## src/rtl/of_hazard_pkg.sv

```systemverilog
// -----------------------------------------------------------------------------
// of_hazard_pkg
// Shared definitions for the operand-fetch interlock controller.
//   OF_REG_AW     register address width (32 registers)
//   OF_DEPTH_DEF  default number of in-flight instructions past OF
//   of_entry_t    one in-flight queue entry {rd, wb}
//   ptr_w/cnt_w   pointer and count widths for a queue of a given depth
// -----------------------------------------------------------------------------
package of_hazard_pkg;

    localparam int OF_REG_AW    = 5;
    localparam int OF_DEPTH_DEF = 4;

    typedef struct packed {
        logic [OF_REG_AW-1:0] rd;
        logic                 wb;
    } of_entry_t;

    // Pointer width: indexes DEPTH slots (DEPTH is a power of two).
    function automatic int ptr_w(input int depth);
        return $clog2(depth);
    endfunction

    // Count width: one extra bit so that count==DEPTH is representable.
    function automatic int cnt_w(input int depth);
        return $clog2(depth) + 1;
    endfunction

endpackage

```

## src/rtl/of_hazard_queue.sv

```systemverilog
// -----------------------------------------------------------------------------
// of_hazard_queue
// In-order circular buffer of instructions that have left OF but not yet
// written back. Every slot is compared against both OF source addresses in
// parallel, so storage is held in flops rather than RAM.
// Ports:
//   clk, reset        clock, synchronous active-high reset
//   push/push_rd/wb   append an entry at the tail
//   pop               remove the head entry (caller guarantees count != 0)
//   drop_req          number of youngest entries to remove (clamped to the
//                     count remaining after the pop)
//   addr1/addr2       source addresses to match against
//   head_rd/head_wb   contents of the head slot
//   count             number of valid entries
//   match1/match2     per-slot: valid & wb & rd==addr
//   head_sel          one-hot slot index of the head
// Same-cycle ordering: pop at head, then drop at tail, then push.
// -----------------------------------------------------------------------------
module of_hazard_queue
    import of_hazard_pkg::*;
#(
    parameter int DEPTH  = OF_DEPTH_DEF,
    parameter int REG_AW = OF_REG_AW,
    localparam int PW    = ptr_w(DEPTH),
    localparam int CW    = cnt_w(DEPTH)
) (
    input  logic              clk,
    input  logic              reset,
    input  logic              push,
    input  logic [REG_AW-1:0] push_rd,
    input  logic              push_wb,
    input  logic              pop,
    input  logic [1:0]        drop_req,
    input  logic [REG_AW-1:0] addr1,
    input  logic [REG_AW-1:0] addr2,
    output logic [REG_AW-1:0] head_rd,
    output logic              head_wb,
    output logic [CW-1:0]     count,
    output logic [DEPTH-1:0]  match1,
    output logic [DEPTH-1:0]  match2,
    output logic [DEPTH-1:0]  head_sel
);

    logic [REG_AW-1:0] rd_mem [DEPTH];
    logic [DEPTH-1:0]  wb_mem;
    logic [DEPTH-1:0]  valid_vec;

    logic [PW-1:0] head_reg, head_next;
    logic [PW-1:0] tail_reg, tail_next;
    logic [CW-1:0] count_reg, count_next;
    logic [CW-1:0] count_pop, drop_ext, drop_n;

    always_comb begin
        count_pop  = count_reg - (pop ? CW'(1) : CW'(0));
        drop_ext   = CW'(drop_req);
        // Never drop more than what is left after the retire.
        drop_n     = (drop_ext < count_pop) ? drop_ext : count_pop;
        head_next  = head_reg + (pop ? PW'(1) : PW'(0));
        // Truncating drop_n to PW bits is exact modulo DEPTH.
        tail_next  = tail_reg - drop_n[PW-1:0] + (push ? PW'(1) : PW'(0));
        count_next = count_pop - drop_n + (push ? CW'(1) : CW'(0));
    end

    always_ff @(posedge clk) begin
        if (reset) begin
            head_reg  <= '0;
            tail_reg  <= '0;
            count_reg <= '0;
        end else begin
            head_reg  <= head_next;
            tail_reg  <= tail_next;
            count_reg <= count_next;
        end
    end

    // Push is never concurrent with a drop, so the write slot is the current tail.
    always_ff @(posedge clk) begin
        if (push) begin
            rd_mem[tail_reg] <= push_rd;
            wb_mem[tail_reg] <= push_wb;
        end
    end

    genvar gi;
    generate
        for (gi = 0; gi < DEPTH; gi++) begin : g_slot
            logic [PW-1:0] offset;
            // Distance from head (mod DEPTH); slot is live if it is within count.
            assign offset        = PW'(gi) - head_reg;
            assign valid_vec[gi] = ({1'b0, offset} < count_reg);
            assign match1[gi]    = valid_vec[gi] & wb_mem[gi] & (rd_mem[gi] == addr1);
            assign match2[gi]    = valid_vec[gi] & wb_mem[gi] & (rd_mem[gi] == addr2);
            assign head_sel[gi]  = (head_reg == PW'(gi));
        end
    endgenerate

    assign head_rd = rd_mem[head_reg];
    assign head_wb = wb_mem[head_reg];
    assign count   = count_reg;

endmodule

```

## src/rtl/of_hazard_ctrl.sv

```systemverilog
// -----------------------------------------------------------------------------
// of_hazard_ctrl
// Operand-fetch interlock: tracks instructions between OF and register
// write-back and stalls OF while a real source has a pending write.
// Optional build macro: OF_WB_BYPASS_EN -- when defined, a source whose only
// pending writer is the instruction retiring this cycle takes WriteData
// (byp1/byp2) instead of stalling one more cycle.
// Ports:
//   clk, reset              clock, synchronous active-high reset
//   of_valid/of_rd/of_isWb  OF instruction and its destination
//   of_RP1/of_RP2           source addresses; of_use1/of_use2 mark real sources
//   flush/flush_cnt         squash the flush_cnt youngest in-flight entries
//   rw_valid/rw_isWb/WP     instruction leaving RW and its write port
//   stall/issue             OF hold / advance strobes (combinational)
//   byp1/byp2               source n takes WriteData (bypass build only)
//   occupancy               valid queue entries
//   err                     sticky retire protocol error, cleared by reset
// -----------------------------------------------------------------------------
module of_hazard_ctrl
    import of_hazard_pkg::*;
#(
    parameter int DEPTH  = OF_DEPTH_DEF,
    parameter int REG_AW = OF_REG_AW,
    localparam int CW    = cnt_w(DEPTH)
) (
    input  logic              clk,
    input  logic              reset,
    input  logic              of_valid,
    input  logic [REG_AW-1:0] of_rd,
    input  logic              of_isWb,
    input  logic [REG_AW-1:0] of_RP1,
    input  logic [REG_AW-1:0] of_RP2,
    input  logic              of_use1,
    input  logic              of_use2,
    input  logic              flush,
    input  logic [1:0]        flush_cnt,
    input  logic              rw_valid,
    input  logic              rw_isWb,
    input  logic [REG_AW-1:0] WP,
    output logic              stall,
    output logic              issue,
    output logic              byp1,
    output logic              byp2,
    output logic [CW-1:0]     occupancy,
    output logic              err
);

    logic [REG_AW-1:0] head_rd;
    logic              head_wb;
    logic [CW-1:0]     count;
    logic [DEPTH-1:0]  match1, match2, head_sel;
    logic [DEPTH-1:0]  excl1, excl2;
    logic              pop_ok, full, hazard1, hazard2;
    logic              stall_c, issue_c, bad_retire;
    logic              err_reg;

    of_hazard_queue #(
        .DEPTH  (DEPTH),
        .REG_AW (REG_AW)
    ) u_queue (
        .clk      (clk),
        .reset    (reset),
        .push     (issue_c),
        .push_rd  (of_rd),
        .push_wb  (of_isWb),
        .pop      (pop_ok),
        .drop_req (flush ? flush_cnt : 2'b00),
        .addr1    (of_RP1),
        .addr2    (of_RP2),
        .head_rd  (head_rd),
        .head_wb  (head_wb),
        .count    (count),
        .match1   (match1),
        .match2   (match2),
        .head_sel (head_sel)
    );

`ifdef OF_WB_BYPASS_EN
    assign byp1 = rw_valid & rw_isWb & (WP == of_RP1) & of_use1;
    assign byp2 = rw_valid & rw_isWb & (WP == of_RP2) & of_use2;
`else
    assign byp1 = 1'b0;
    assign byp2 = 1'b0;
`endif

    // A bypassed port ignores the head entry only; younger writers still stall.
    assign excl1   = byp1 ? head_sel : '0;
    assign excl2   = byp2 ? head_sel : '0;
    assign hazard1 = of_use1 & (|(match1 & ~excl1));
    assign hazard2 = of_use2 & (|(match2 & ~excl2));

    assign full    = (count == CW'(DEPTH));
    assign stall_c = of_valid & (hazard1 | hazard2 | full) & ~flush;
    assign issue_c = of_valid & ~stall_c & ~flush;

    // Retiring from an empty queue does nothing to the queue but is flagged.
    assign pop_ok     = rw_valid & (count != '0);
    assign bad_retire = (rw_valid & (count == '0))
                      | (pop_ok & ((rw_isWb != head_wb) | (rw_isWb & (WP != head_rd))));

    always_ff @(posedge clk) begin
        if (reset) begin
            err_reg <= 1'b0;
        end else if (bad_retire) begin
            err_reg <= 1'b1;
        end
    end

    assign stall     = stall_c;
    assign issue     = issue_c;
    assign occupancy = count;
    assign err       = err_reg;

endmodule
```

## config.mk

```make
export PLATFORM = sky130hd
export DESIGN_NAME = of_hazard_ctrl
export DESIGN_NICKNAME = d
export VERILOG_FILES = /design/src/rtl/of_hazard_pkg.sv /design/src/rtl/of_hazard_queue.sv /design/src/rtl/of_hazard_ctrl.sv
export SDC_FILE = /design/constraint.sdc
export NUM_CORES = 1
export LEC_CHECK = 0
export CORE_UTILIZATION = 55
export CTS_BUF_LIST = sky130_fd_sc_hd__clkbuf_2
export DETAILED_ROUTE_END_ITERATION = 7
export HOLD_SLACK_MARGIN = 0.1
export MAX_ROUTING_LAYER = met4
export PLACE_DENSITY = 0.93
export SLEW_MARGIN = 30
export SYNTH_ARGS = -nofsm -noshare
export SYNTH_HDL_FRONTEND = slang
export SYNTH_HIERARCHICAL = 1
export SYNTH_SLANG_ARGS = --single-unit
```

## constraint.sdc

```tcl
create_clock -name clk -period 4.55 [get_ports clk]
set_input_delay 0.91 -clock clk [delete_from_list [all_inputs] [get_ports clk]]
set_output_delay 0.91 -clock clk [all_outputs]
set_load 0.005 [all_outputs]
```

==> impl_metrics.py <==
metrics = {
    "worst_setup_path": {
        "cp_max_fo": 11,
        "critical_path_arrival_ns": 3.33,
        "reg2reg_slack_ns": 1.07,
        "criticalPathCategory": "flip-flop to primary output",
        "r2r-start": "u_queue/count[0]",
        "cp-end-kind": "primary output",
        "crit_start": "u_queue/head_reg[0]",
        "regToRegEndpoint": "u_queue/count[2]",
        "crit_required_ns": 3.64,
        "rr_worst_depth": 15,
        "start_kind": "flip-flop",
    },
    "layout": {
        "final_common_cell": "clkdlybuf4s50_1",
        "area_growth_pct": 20.0,
        "final-seq-area_sq_um": 882,
        "diodes": 0,
        "fin_nets": 276,
        "largest_register_ffs": 20,
        "final_cell_mix": "clkdlybuf4s50_1, xnor2_1, edfxtp_1",
        "fillers": 300,
        "final_cells": 279,
        "drive_gt1_frac": 0.0996,
        "final_area_sq_um": 2620,
        "multi_input_area_sq_um": 1210,
    },
    "worst_hold_path": {
        "worstHoldEndpoint": "err",
        "holdCritPathClass": "flip-flop to flip-flop",
        "hold_depth": 2,
        "hp-start": "err",
    },
    "global_routing": {
        "grt_pass1_wl_um": 7400,
        "antenna_found_initial": 0,
        "grt_util_met2": 0.383,
        "grt_pass1_vias": 1580,
        "grt_overflow": 0,
        "grt_max_degree": 12,
        "use_met1": 0.325,
        "track_usage": 0.251,
        "grt-busiest-layer": "met2",
        "use_met3": 0.0599,
    },
    "floorplan": {
        "row_count": 22,
        "io_pins": 39,
        "fp.dieH_um": 65.0,
        "core_sq_um": 3740,
        "start_util": 0.584,
        "fp.dieArea_sq_um": 4230,
        "die_w_um": 65.0,
    },
    "pwr": {
        "clkPwrFrac": 0.117,
        "p_per_area_nw_per_um2": 427,
        "p_leak_nw": 0.958,
        "switching_share": 0.371,
        "pwr-share-comb": 0.506,
        "pwr-share-seq": 0.377,
        "p_int_uw": 705,
        "fin_total_pwr_mw": 1.12,
        "p_switching_uw": 415,
        "peakVddDrop_v": 0.000320,
    },
    "route": {
        "drc": 0,
        "drtAntennaViolNets": 0,
        "viasPerCell": 5.57,
        "drt_wl_total_um": 4510,
        "wire_per_inst_um": 16.2,
        "drtIter0Drc": 94,
        "vias": 1555,
        "detail_route.first_pass.iterations": 4,
    },
    "synthesis": {
        "mappedNetlistArea_sq_um": 2190,
        "yosys_warnings": 6,
        "syn_inst": 193,
        "syn_area_per_cell_sq_um": 11.3,
    },
    "timing": {
        "worst_clock_skew_ns": 0.0113,
        "slew_viol_final": 0,
        "slew_headroom": 0.609,
        "tightestPinTransition_ns": 0.584,
        "rsz0062_at_grt": "no",
        "totalNegativeSetupSlack_ns": 0,
        "min_period_over_period": 0.931,
        "max_freq_mhz": 236,
        "holdWs_ns": 0.553,
        "finalHoldViolCount": 0,
        "finalSetupViolCount": 0,
        "fin_crit_ns": 4.24,
    },
    "placement": {
        "placed_cells": 271,
        "postPlaceCellArea_sq_um": 2580,
        "dp_hpwl_um": 3620,
        "place.gp.congestion": 0.943,
        "io_buffers": 36,
    },
    "flow_run": {
        "max_cap_violations": 0,
    },
    "outcome": {
        "outcome": "complete, no violations",
    },
    "cts": {
        "cts-htree-levels": 2,
        "cts_buffers": 5,
        "cts_tree": "done",
        "cts.clk_slew.worst_paths_ns": 0.14,
        "insertion_delay_ns": 0.37,
        "clk_path_buf_depth": 2,
        "cts.sinks": 32,
        "cts-root-buf": "clkbuf_2",
    },
}
per-layer routing:
| metal | up-vias | wire length, um |
|---|---|---|
| li1 | 748 | - |
| met5 | - | 0 |
| met3 | 2 | 262 |
| met4 | 0 | 40 |
| met2 | 50 | 2170 |
| met1 | 755 | 2030 |
layout make-up:
type,instances,area share
clock inverters,2,0.00429
clock buffers,6,0.0115
inverters,12,0.0172
flip-flops and latches,32,0.336
well taps,48,0.0229
multi-input cells,140,0.462
repair buffers,39,0.146
through the flow:
step	utilization	worst slack, ns
global placement	0.689	0.453
global route	0.701	0.0546
finish	0.701	0.314
CTS	0.700	0.0523
detailed placement	0.689	0.309
floorplan	-	1.02
power groups by stage:
stage	Sequential (mW)	Combinational [mW]	Clock, mW
after floorplan	0.401	0.434	0
after global routing	0.430	0.627	0.152
final	0.423	0.567	0.131
after CTS	0.420	0.571	0.135
after global placement	0.425	0.536	0
after detailed placement	0.427	0.566	0
critical path, stage by stage, from the launching register on:
cell,delay (ns)
dfxtp_2,0.54
inv_1,0.08
ha_1,0.32
ha_1,0.28
a21oi_1,0.06
o21ai_0,0.27
nor4_1,0.12
o41ai_2,0.43
nand3_1,0.13
nor2_1,0.20
clkdlybuf4s50_1,0.54
what timing repair did:
item	CTS	global route
resized for setup	0	1
hold buffers	0	0
setup buffers	0	0
setup endpoints to repair	0	2
how the worst max path moves through the flow:
| stage | end | slack [ns] |
|---|---|---|
| 3_3_place_gp | u_queue/count[2] | 0.45 |
| 6_report | issue | 0.31 |
| 3_5_place_dp | u_queue/count[2] | 0.31 |
| 5_1_grt | issue | 0.05 |
| 2_1_floorplan | u_queue/count[2] | 1.02 |
| 4_1_cts | issue | 0.05 |
(Power assumes the default switching activity.)
